===== src/rtl/seq_mag_compare_if.sv =====
// Operand/result bundle for seq_mag_compare. The sgn line exists only when
// SEQ_CMP_SIGNED_EN is defined.
interface seq_mag_compare_if #(
  parameter int WIDTH = 16
);
  logic             start;
  logic [WIDTH-1:0] a;
  logic [WIDTH-1:0] b;
  logic             gt_in;
  logic             lt_in;
  logic             eq_in;
`ifdef SEQ_CMP_SIGNED_EN
  logic             sgn;
`endif
  logic             busy;
  logic             done;
  logic             gt;
  logic             lt;
  logic             eq;

  modport master (
    output start, a, b, gt_in, lt_in, eq_in,
`ifdef SEQ_CMP_SIGNED_EN
    output sgn,
`endif
    input  busy, done, gt, lt, eq
  );

  modport slave (
    input  start, a, b, gt_in, lt_in, eq_in,
`ifdef SEQ_CMP_SIGNED_EN
    input  sgn,
`endif
    output busy, done, gt, lt, eq
  );
endinterface


===== src/rtl/seq_mag_compare.sv =====
// Multi-cycle MSB-first magnitude comparator with 7485-style cascade inputs.
// Optional signed MSB-slice compare is enabled by defining SEQ_CMP_SIGNED_EN.
module seq_mag_compare #(
  parameter int WIDTH = 16,
  parameter int SLICE = 4
) (
  input logic          clk,
  input logic          rst,
  seq_mag_compare_if.slave bus
);
  localparam int NS   = WIDTH / SLICE;
  localparam int IDXW = (NS > 1) ? $clog2(NS) : 1;
  localparam logic [IDXW-1:0] IDX_MSB = IDXW'(NS - 1);

  typedef enum logic [1:0] {IDLE, CMP, DONE} state_e;

  state_e           state_q, state_d;
  logic [IDXW-1:0]  idx_q, idx_d;
  logic [WIDTH-1:0] a_q, a_d;
  logic [WIDTH-1:0] b_q, b_d;
  logic [2:0]       casc_q, casc_d;
  logic [2:0]       res_q, res_d;
  logic [SLICE-1:0] sa, sb;
  logic [2:0]       casc_res;
`ifdef SEQ_CMP_SIGNED_EN
  logic             sgn_q, sgn_d;
`endif

  always_ff @(posedge clk) begin
    if (rst) begin
      state_q <= IDLE;
      idx_q   <= IDX_MSB;
      a_q     <= '0;
      b_q     <= '0;
      casc_q  <= '0;
      res_q   <= '0;
`ifdef SEQ_CMP_SIGNED_EN
      sgn_q   <= 1'b0;
`endif
    end else begin
      state_q <= state_d;
      idx_q   <= idx_d;
      a_q     <= a_d;
      b_q     <= b_d;
      casc_q  <= casc_d;
      res_q   <= res_d;
`ifdef SEQ_CMP_SIGNED_EN
      sgn_q   <= sgn_d;
`endif
    end
  end

  // Signed MSB slice: inverting the sign bit maps two's-complement order onto unsigned order.
  always_comb begin
    sa = a_q[SLICE*int'(idx_q) +: SLICE];
    sb = b_q[SLICE*int'(idx_q) +: SLICE];
`ifdef SEQ_CMP_SIGNED_EN
    if (sgn_q && (idx_q == IDX_MSB)) begin
      sa[SLICE-1] = ~sa[SLICE-1];
      sb[SLICE-1] = ~sb[SLICE-1];
    end
`endif
  end

  // casc_q is {gt_in, lt_in, eq_in}; eq_in dominates, otherwise gt/lt are the inverted opposite inputs.
  always_comb begin
    casc_res[0] = casc_q[0];
    casc_res[2] = ~casc_q[0] & ~casc_q[1];
    casc_res[1] = ~casc_q[0] & ~casc_q[2];
  end

  always_comb begin
    state_d = state_q;
    idx_d   = idx_q;
    a_d     = a_q;
    b_d     = b_q;
    casc_d  = casc_q;
    res_d   = res_q;
`ifdef SEQ_CMP_SIGNED_EN
    sgn_d   = sgn_q;
`endif
    case (state_q)
      IDLE: begin
        if (bus.start) begin
          a_d     = bus.a;
          b_d     = bus.b;
          casc_d  = {bus.gt_in, bus.lt_in, bus.eq_in};
`ifdef SEQ_CMP_SIGNED_EN
          sgn_d   = bus.sgn;
`endif
          idx_d   = IDX_MSB;
          state_d = CMP;
        end
      end
      CMP: begin
        if (sa > sb) begin
          res_d   = 3'b100;
          state_d = DONE;
        end else if (sa < sb) begin
          res_d   = 3'b010;
          state_d = DONE;
        end else if (idx_q == '0) begin
          res_d   = casc_res;
          state_d = DONE;
        end else begin
          idx_d   = idx_q - 1'b1;
        end
      end
      DONE:    state_d = IDLE;
      default: state_d = IDLE;
    endcase
  end

  always_comb begin
    bus.busy = (state_q != IDLE);
    bus.done = (state_q == DONE);
    bus.gt   = res_q[2];
    bus.lt   = res_q[1];
    bus.eq   = res_q[0];
  end
endmodule


===== src/flat_wrapper.sv =====
// flat-port wrapper written by rule: the top's interface ports become plain ports
module seq_mag_compare_flat 
#(
  parameter int WIDTH = 16,
  parameter int SLICE = 4
)
  (clk, rst, bus_start, bus_a, bus_b, bus_gt_in, bus_lt_in, bus_eq_in, bus_busy, bus_done, bus_gt, bus_lt, bus_eq);
  seq_mag_compare_if #(.WIDTH(WIDTH)) bus_i ();
  input logic clk;
  input logic rst;
  input wire logic [$bits(bus_i.start)-1:0] bus_start;
  input wire logic [$bits(bus_i.a)-1:0] bus_a;
  input wire logic [$bits(bus_i.b)-1:0] bus_b;
  input wire logic [$bits(bus_i.gt_in)-1:0] bus_gt_in;
  input wire logic [$bits(bus_i.lt_in)-1:0] bus_lt_in;
  input wire logic [$bits(bus_i.eq_in)-1:0] bus_eq_in;
  output wire logic [$bits(bus_i.busy)-1:0] bus_busy;
  output wire logic [$bits(bus_i.done)-1:0] bus_done;
  output wire logic [$bits(bus_i.gt)-1:0] bus_gt;
  output wire logic [$bits(bus_i.lt)-1:0] bus_lt;
  output wire logic [$bits(bus_i.eq)-1:0] bus_eq;
  assign bus_i.start = bus_start;
  assign bus_i.a = bus_a;
  assign bus_i.b = bus_b;
  assign bus_i.gt_in = bus_gt_in;
  assign bus_i.lt_in = bus_lt_in;
  assign bus_i.eq_in = bus_eq_in;
  assign bus_busy = bus_i.busy;
  assign bus_done = bus_i.done;
  assign bus_gt = bus_i.gt;
  assign bus_lt = bus_i.lt;
  assign bus_eq = bus_i.eq;
  seq_mag_compare #(.WIDTH(WIDTH), .SLICE(SLICE)) u_core (.clk(clk), .rst(rst), .bus(bus_i));
endmodule

===== config.mk =====
export PLATFORM = sky130hd
export DESIGN_NAME = seq_mag_compare_flat
export DESIGN_NICKNAME = d
export VERILOG_FILES = /design/src/rtl/seq_mag_compare_if.sv /design/src/rtl/seq_mag_compare.sv /design/src/flat_wrapper.sv
export SDC_FILE = /design/constraint.sdc
export NUM_CORES = 1
export LEC_CHECK = 0
export CAP_MARGIN = 20
export CORE_AREA = 2 2 63 65
export CTS_CLUSTER_DIAMETER = 200
export DETAILED_ROUTE_END_ITERATION = 10
export DIE_AREA = 0 0 65 67
export GPL_TIMING_DRIVEN = 0
export PLACE_DENSITY = 0.86
export SLEW_MARGIN = 5
export SYNTH_ARGS = -nofsm -noshare
export SYNTH_HDL_FRONTEND = slang
export SYNTH_SLANG_ARGS = --single-unit

===== constraint.sdc =====
create_clock -name clk -period 6.2 [get_ports clk]
set_input_delay 0.62 -clock clk [delete_from_list [all_inputs] [get_ports clk]]
set_output_delay 0.62 -clock clk [all_outputs]
set_load 0.1 [all_outputs]

# Word level (Yosys, flattened, before mapping)

Cells that the tools add are included.

Memory bits (read-only): 0
RAM bits: 0
Logic and storage cells: 45
Output and inout bits: 5
Bits of input ports: 38
Bits in registers: 42
Bits in latches: 0
Memories: 0

Multiplexer cells: 13
$add $sub $neg: 1
Reduce and logical (&&, ||, !) cells: 9
Equal/unequal tests: 7
Multiply operators: 0
Divide/modulo/power cells: 0
Shift-type cells: 2
Order comparisons: 2
Bitwise operators: 5

Operator list:

| kind                  | count |
|---|---|
| $shiftx A16 B5 Y4     | 2 |
| $mux W2               | 8 |
| $mux W3               | 3 |
| $ne A2 B2 Y1 const B  | 4 |
| $pmux W2 S2           | 2 |
| $reduce_and A2 Y1     | 3 |
| $reduce_and A5 Y1     | 1 |
| $gt A4 B4 Y1          | 1 |
| $logic_not A2 Y1      | 2 |
| $lt A4 B4 Y1          | 1 |
| $ne A4 B1 Y1 const B  | 1 |
| $reduce_bool A2 Y1    | 2 |
| $not A1 Y1            | 3 |
| $reduce_bool A3 Y1    | 1 |
| $and A1 B1 Y1         | 2 |
| $eq A2 B1 Y1 const B  | 1 |
| $eq A2 B2 Y1 const B  | 1 |
| $sub A2 B1 Y2 const B | 1 |

# Depth between registers and ports, before layout

Gate-level depths: netlist of run 1.

Depth in word-level cells: 5
Depth in mapped cells: 8
Depth with buffers taken out: 7

# Worst setup path before layout of run 1

Ideal clock, no wire load.

Kind: reg2reg
Start point: reg u_core.idx_q[0]
End point: reg u_core.res_q[1]
Cell stages (with the launch flop): 8
Data required time: 6.114 ns
Path buffers: 1
Setup time: 0.086 ns
Period minus slack after synthesis: 2.328 ns
Arrival time: 2.241 ns
Setup slack: 3.872 ns
Path through: dfxtp_1 > buf_2 > mux4_2 > ha_1 > a21o_1 > o311a_4 > nand2b_4 > a221oi_2

Cells in the longest elaborated chain, start to end: 4
Elaborated cells between the ends (all ways): 9
Classes of those cells: order compare (2); shift (2); mux (2); reduce/logical (3)

RTL lines:

| item                                                                  | RTL line                                     | RTL |
|---|---|---|
| from (decl)                                                           | seq_mag_compare.sv:18                        | `logic [IDXW-1:0] idx_q, idx_d;` |
| from (signal assigned)                                                | seq_mag_compare.sv:42                        | `idx_q <= idx_d;` |
| $shiftx A16 B5 Y4 (on tied branches)                                  | seq_mag_compare.sv:55, seq_mag_compare.sv:56 |  |
| $lt A4 B4 Y1 / $gt A4 B4 Y1 (equally long branches)                   | seq_mag_compare.sv:99, seq_mag_compare.sv:96 |  |
| $reduce_bool A3 Y1 (no source line) / $mux W3 (equally long branches) | -                                            |  |
| $reduce_and A2 Y1 (no source line) / $mux W3 (equally long branches)  | -                                            |  |
| to (signal assigned)                                                  | seq_mag_compare.sv:46                        | `res_q <= res_d;` |
| to (decl)                                                             | seq_mag_compare.sv:22                        | `logic [2:0] res_q, res_d;` |

Parallel ways exist; a longest one is shown, timed or not.
A chain may end at the register's enable or synchronous reset.

# Final worst setup path of run 1

Ends and elaborated chain as after synthesis.

==> reports/metrics.csv, run 1 <==
stage,metric,value,unit
layout,"commonest non-fill, non-tap cell in the layout",nand2_1,
grt,vias in the first global route,1625,
synth,Syn Inst Count,221,
clocking,post-CTS setup buffers,0,
route,wire per inst,13.6,um
timing,Fin Setup TNS,0,ns
timing,RSZ-0062 raised after global routing,false,
die,I/O pins,43,
synth,Yosys Warn Count,0,
placement,post-detail-place hpwl,3150,um
layout,Area Growth Syn to Fin,30.1,%
grt,total grt overflow,0,
layout,Finished Core Util,0.679,
pwr,Psw,0.000203,W
timing,Tcrit/Tclk final,0.421,
route,drt total wl,4340,um
synth,synth unique cells,27,
pwr,internal power,0.000457,W
synth,"top cells by area, synth","dfxtp_1 (45%), nand2_1 (15%), a21oi_1 (10%)",
clocking,Max Root-Sink Buffers,2,
die,row count,22,
die,full die area,0.00436,mm2
pwr,leakage,0.957,nW
layout,most frequent cells in the layout,"nand2_1 (74), dfxtp_1 (42), clkdlybuf4s50_1 (41)",
timing,Final min period,2.61,ns
synth,Syn Nets,264,
synth,Synth Area per Inst,8.51,um2
layout,Antenna diodes,0,
worst_setup_path,CP arrival,2.82,ns
grt,first-pass GRT wire length,7150,um
timing,final slew viol count,0,
clocking,"Reg clk slew, reported paths",0.08,ns
placement,port bufs,41,
clocking,Resized Gates After CTS,0,
pwr,pwr dens,270,mW/mm2
layout,nets@finish,312,
timing,Final Hold Viols,0,
die,Starting Density,0.522,
timing,Slew HR,0.353,
worst_setup_path,CP Data Required Time,6.41,ns
die,core area,0.00361,mm2
synth,post-synthesis cell type with the largest combined area,dfxtp_1,
route,routed vias,1666,
run,Max-Cap Viols,0,
clocking,clk sinks,42,
pwr,Sw Share,0.308,
clocking,Clock Tree Root,clkbuf_8,
route,vias per cell,5.24,
clocking,H-tree levels,2,
run_status,status,finished clean,
die,die height,67,um
worst_setup_path,Worst Path Max Fanout,10,
synth,#FFs+latches synth,42,
clocking,Num CTS Buffers,5,
pwr,Max VDD drop,0.162,mV
route,Detailed Routing Iterations Pass 1,4,
timing,Max Clk Rate,383,MHz
pwr,Clk pwr share,0.278,
die,Die Wd,65,um
pwr,sequential share of power,0.458,
grt,largest net degree at the start of global routing,14,
grt,antenna violations before repair,0,
timing,Worst Clk Skew,0.0101,ns
placement,GPL Wtd Cong,0.799,
worst_setup_path,critical path class,reg -> reg,
layout,share of cells above drive strength 1,0.111,
clocking,hold_buf cts,0,
timing,worst slew pin tran,0.967,ns
worst_setup_path,CP Launch Type,flop,
timing,worst hold slack,0.455,ns
worst_setup_path,Crit. End Element,flop,
timing,Setup Viol. Count Final,0,
route,DR iter-0 viols,83,
pwr,Gate power share,0.263,
layout,fillers,320,
synth,sequential area share after synthesis,0.447,
clocking,Worst-Skew Late Latency,0.30,ns
route,# DRC,0,
route,Routed Antenna Nets,0,
synth,Synth top area share,0.447,
clocking,CTS tree,done,
synth,cell area after synthesis,0.00188,mm2
grt,GRT Total Usage,0.224,
hold_path,min-delay worst type,reg -> reg,
[layout make-up]
class                   instances  area, um2  share of cell area
repair buffers                 41        410               0.168
plain buffers                  14       60.1              0.0245
clock buffers                   6       82.6              0.0337
well taps                      48       60.1              0.0245
inverters                       9       33.8              0.0138
clock inverters                 2       12.5             0.00511
flip-flops and latches         42        841               0.344
multi-input cells             156        947               0.387
[worst max-delay path, stage by stage, from the launching register on]
cell      delay, ns
dfxtp_1        0.31
buf_2          0.28
mux4_2         0.56
ha_1           0.37
and2_2         0.21
o21ai_0        0.42
nand2_1        0.13
a221oi_2       0.24
[per-stage QoR]
step / std cells / cell area (um2) / setup WS, ns / total power (W)
2_1_floorplan: 221 / 1880 / 3.87 / 0.000426
3_3_place_gp: 310 / 2350 / 3.69 / 0.000476
3_5_place_dp: 310 / 2350 / 3.60 / 0.000482
4_1_cts: 318 / 2450 / 3.57 / 0.000662
5_1_grt: 318 / 2450 / 3.38 / 0.000694
6_report: 318 / 2450 / 3.59 / 0.000660
[sequential cells by signal, indices dropped and copies added (netlist names)]
signal	cells
u_core.res_q	3
u_core.state_q	2
u_core.idx_q	2
u_core.b_q	16
u_core.a_q	16
u_core.casc_q	3
[metal layers]
metal | global-route usage | vias to the layer above | routed length, um | share of wire
met3 | 0.0625 | 9 | 325 | 0.075
met4 | 0.106 | 0 | 84 | 0.019
met5 | 0 | - | 0 | 0
met1 | 0.242 | 762 | 1690 | 0.39
li1 | - | 842 | - | -
met2 | 0.403 | 53 | 2230 | 0.52
[logic make-up after synthesis]
family	Yosys count	synth area share
simple gates	91	0.207
compound gates	50	0.157
flops	42	0.447
buf+inv	23	0.0499
mux	10	0.106
fa+ha+maj	5	0.0332
[power by group through the flow]
stage | clock, W | sequential, W | combinational (W)
after CTS | 0.000185 | 0.000302 | 0.000174
final | 0.000184 | 0.000303 | 0.000174
after global routing | 0.000200 | 0.000305 | 0.000189
after detailed placement | 0 | 0.000309 | 0.000173
after floorplan | 0 | 0.000319 | 0.000107
after global placement | 0 | 0.000307 | 0.000169
[worst paths after layout]
path,from,end,slack (ns),depth (start not counted)
setup / recovery,u_core.idx_q[0]$_SDFFE_PP1P_,u_core.res_q[1]$_SDFFE_PP0P_,3.59,7
hold / removal,u_core.b_q[7]$_SDFFE_PP0P_,u_core.b_q[7]$_SDFFE_PP0P_,0.46,2
setup reg to reg,u_core.idx_q[0]$_SDFFE_PP1P_,u_core.res_q[1]$_SDFFE_PP0P_,3.59,7
hold reg to reg,u_core.b_q[7]$_SDFFE_PP0P_,u_core.b_q[7]$_SDFFE_PP0P_,0.46,2
[Yosys cell counts]
cell       count
and2b_4        1
mux2i_1        2
ha_1           5
a21o_1         3
dfxtp_1       42
a221oi_2       1
a21oi_1       39
buf_2          6
nand3_1        1
and2_1         1
inv_1          9
a211oi_2       1
nor2b_1        2
o21ai_0        4
and2b_2        1
nor2_1         4
and2_2         1
nand2b_1       1
nand2b_4       1
and4_2         1
mux4_2         8
nor3_1         2
o311a_4        1
o2111ai_1      1
nand4_1        1
nand2_1       74
clkbuf_1       8
Note: power is estimated with default switching activity, not from simulation.
==> inputs of run 2 (changes only) <==
--- a/config.mk
+++ b/config.mk
@@ -6,12 +6,12 @@
 export NUM_CORES = 1
 export LEC_CHECK = 0
 export CAP_MARGIN = 20
-export CORE_AREA = 2 2 63 65
+export CORE_AREA = 2 2 69 71
 export CTS_CLUSTER_DIAMETER = 200
 export DETAILED_ROUTE_END_ITERATION = 10
-export DIE_AREA = 0 0 65 67
+export DIE_AREA = 0 0 71 73
 export GPL_TIMING_DRIVEN = 0
-export PLACE_DENSITY = 0.86
+export PLACE_DENSITY = 0.76
 export SLEW_MARGIN = 5
 export SYNTH_ARGS = -nofsm -noshare
 export SYNTH_HDL_FRONTEND = slang
==> constraint.sdc (replaced) <==
create_clock -name clk -period 2.4 [get_ports clk]
set_input_delay 0.24 -clock clk [delete_from_list [all_inputs] [get_ports clk]]
set_output_delay 0.24 -clock clk [all_outputs]
set_load 0.1 [all_outputs]
==> reports/metrics.csv, run 2 (synthesis gave the netlist of run 1 again) <==
stage,metric,value,unit
pwr,Max VDD drop,0.376,mV
timing,Tcrit/Tclk final,0.966,
worst_setup_path,critical path class,reg -> reg,
worst_setup_path,capture point of the worst reg-to-reg path,u_core.res_q[1]$_SDFFE_PP0P_,
clocking,Max Root-Sink Buffers,2,
die,full die area,0.00518,mm2
run_status,status,finished clean,
timing,Worst Clk Skew,0.00680,ns
worst_setup_path,Worst Path Max Fanout,8,
hold_path,min-delay worst type,in -> reg,
clocking,H-tree levels,2,
worst_setup_path,CP Data Required Time,2.61,ns
timing,Final min period,2.32,ns
layout,Finished Layout Cells,330,
hold_path,Min-Delay Startpoint,rst,
grt,GRT Total Usage,0.180,
timing,Final Hold Viols,0,
clocking,clk sinks,42,
route,Routed Antenna Nets,0,
hold_path,Min-Delay Endpoint,u_core.idx_q[1]$_SDFFE_PP1P_,
hold_path,WHS Path Cells,3,
layout,Antenna diodes,0,
timing,worst slew pin tran,0.962,ns
grt,first-pass GRT wire length,7380,um
worst_setup_path,Crit. End Element,flop,
layout,nets@finish,318,
worst_setup_path,Reg-to-Reg Start,u_core.idx_q[0]$_SDFFE_PP1P_,
pwr,leakage,0.993,nW
placement,GPL Wtd Cong,0.883,
layout,most frequent cells in the layout,"nand2_1 (74), dfxtp_1 (42), clkdlybuf4s50_1 (41)",
layout,register area,841,um2
grt,largest net degree at the start of global routing,13,
timing,Max Clk Rate,431,MHz
placement,Placed Cells incl. Taps,316,
die,I/O pins,43,
die,core area,0.00454,mm2
clocking,"Reg clk slew, reported paths",0.08,ns
die,Starting Density,0.415,
clocking,CTS tree,done,
worst_setup_path,FF-to-FF path depth,7,
placement,port bufs,41,
layout,share of cells above drive strength 1,0.149,
die,row count,25,
die,die height,73,um
run,Max-Cap Viols,0,
placement,post-detail-place hpwl,3240,um
route,vias per cell,5.05,
route,wire per inst,13.9,um
timing,final slew viol count,0,
worst_setup_path,R2R Setup Slk,0.08,ns
worst_setup_path,CP Launch Type,flop,
grt,vias in the first global route,1664,
route,DR iter-0 viols,99,
layout,fillers,408,
layout,Finished Core Util,0.566,
grt,antenna violations before repair,0,
die,Die Wd,71,um
route,drt total wl,4590,um
route,routed vias,1667,
layout,Area Growth Syn to Fin,36.3,%
route,Detailed Routing Iterations Pass 1,4,
clocking,Worst-Skew Late Latency,0.29,ns
route,# DRC,0,
grt,total grt overflow,0,
timing,Slew HR,0.357,
worst_setup_path,CP arrival,2.53,ns
layout,"commonest non-fill, non-tap cell in the layout",nand2_1,
layout,biggest regs,"u_core.a_q: 16 flops, u_core.b_q: 16 flops",
clocking,Clock Tree Root,clkbuf_8,
clocking,Num CTS Buffers,5,
layout,multi-input logic area,0.00100,mm2
timing,RSZ-0062 raised after global routing,false,
timing,Setup Viol. Count Final,0,
pwr,pwr dens,676,mW/mm2
==> run 2: metrics by stage <==
step	instance area (um2)	setup slack, ns	hold slack, ns	power, W	TNS (ns)
finish	2560	0.0821	0.381	0.00173	0
global route	2560	0.00393	0.406	0.00182	0
CTS	2460	0.00849	0.336	0.00170	0
detailed placement	2360	-0.114	0.448	0.00124	-0.244
global placement	2360	-0.0952	0.440	0.00123	-0.206
floorplan	1880	0.0723	0.376	0.00110	0
==> run 2: routing by layer <==
layer  GRT usage  wire (um)  vias to the layer above
met5           0          0                        -
met4      0.0524         60                        0
met3      0.0401        220                        7
met2       0.320       2350                       44
met1       0.221       1950                      765
li1            -          -                      851
==> run 2: layout make-up <==
| class | instances | area share |
|---|---|---|
| plain buffers | 14 | 0.0283 |
| clock buffers | 7 | 0.0337 |
| clock inverters | 1 | 0.00195 |
| inverters | 9 | 0.0132 |
| multi-input cells | 156 | 0.391 |
| flip-flops and latches | 42 | 0.328 |
| well taps | 54 | 0.0263 |
| repair buffers | 47 | 0.178 |
==> run 2: critical path: stages, from the launching register on <==
cell and delay [ns]:
dfxtp_1 0.34, buf_6 0.15, mux4_2 0.55, ha_4 0.28, a21o_1 0.19, o311a_4 0.33, nand2b_4 0.15, a221oi_2 0.24
==> run 2: report_power, final <==
part	total, W	leakage, nW	internal [W]	switching, W
sequential	0.000783	0.345	0.000753	0.0000294
combinational	0.000488	0.600	0.000219	0.000269
clock	0.000464	0.0482	0.000232	0.000232
total	0.00173	0.993	0.00120	0.000530
==> run 2: how the worst max path moves through the flow <==
stage / to / depth (start not counted) / start / slack (ns)
final: u_core.res_q[1]$_SDFFE_PP0P_ / 7 / u_core.idx_q[0]$_SDFFE_PP1P_ / 0.08
after global routing: u_core.idx_q[1]$_SDFFE_PP1P_ / 8 / u_core.idx_q[0]$_SDFFE_PP1P_ / 0.004
after CTS: u_core.res_q[1]$_SDFFE_PP0P_ / 8 / u_core.idx_q[1]$_SDFFE_PP1P_ / 0.008
after detailed placement: u_core.res_q[1]$_SDFFE_PP0P_ / 7 / u_core.idx_q[0]$_SDFFE_PP1P_ / -0.11
after global placement: u_core.res_q[1]$_SDFFE_PP0P_ / 7 / u_core.idx_q[0]$_SDFFE_PP1P_ / -0.1
after floorplan: u_core.res_q[1]$_SDFFE_PP0P_ / 7 / u_core.idx_q[0]$_SDFFE_PP1P_ / 0.07
==> run 2: repair_timing <==
| action | CTS | global route |
|---|---|---|
| endpoints found under the setup margin | 4 | 5 |
| hold buffers | 0 | 0 |
| pin swaps | 0 | 0 |
| setup buffers | 0 | 6 |
| cloned | 0 | 0 |
| resized for setup | 4 | 7 |
==> inputs of run 3 (changes only) <==
--- a/config.mk
+++ b/config.mk
@@ -5,6 +5,7 @@
 export SDC_FILE = /design/constraint.sdc
 export NUM_CORES = 1
 export LEC_CHECK = 0
+export ABC_CLOCK_PERIOD_IN_PS = 2400
 export CAP_MARGIN = 20
 export CORE_AREA = 2 2 69 71
 export CTS_CLUSTER_DIAMETER = 200
==> results of run 3 <==
Final layout, timing and power as in run 2 (identical DEF).
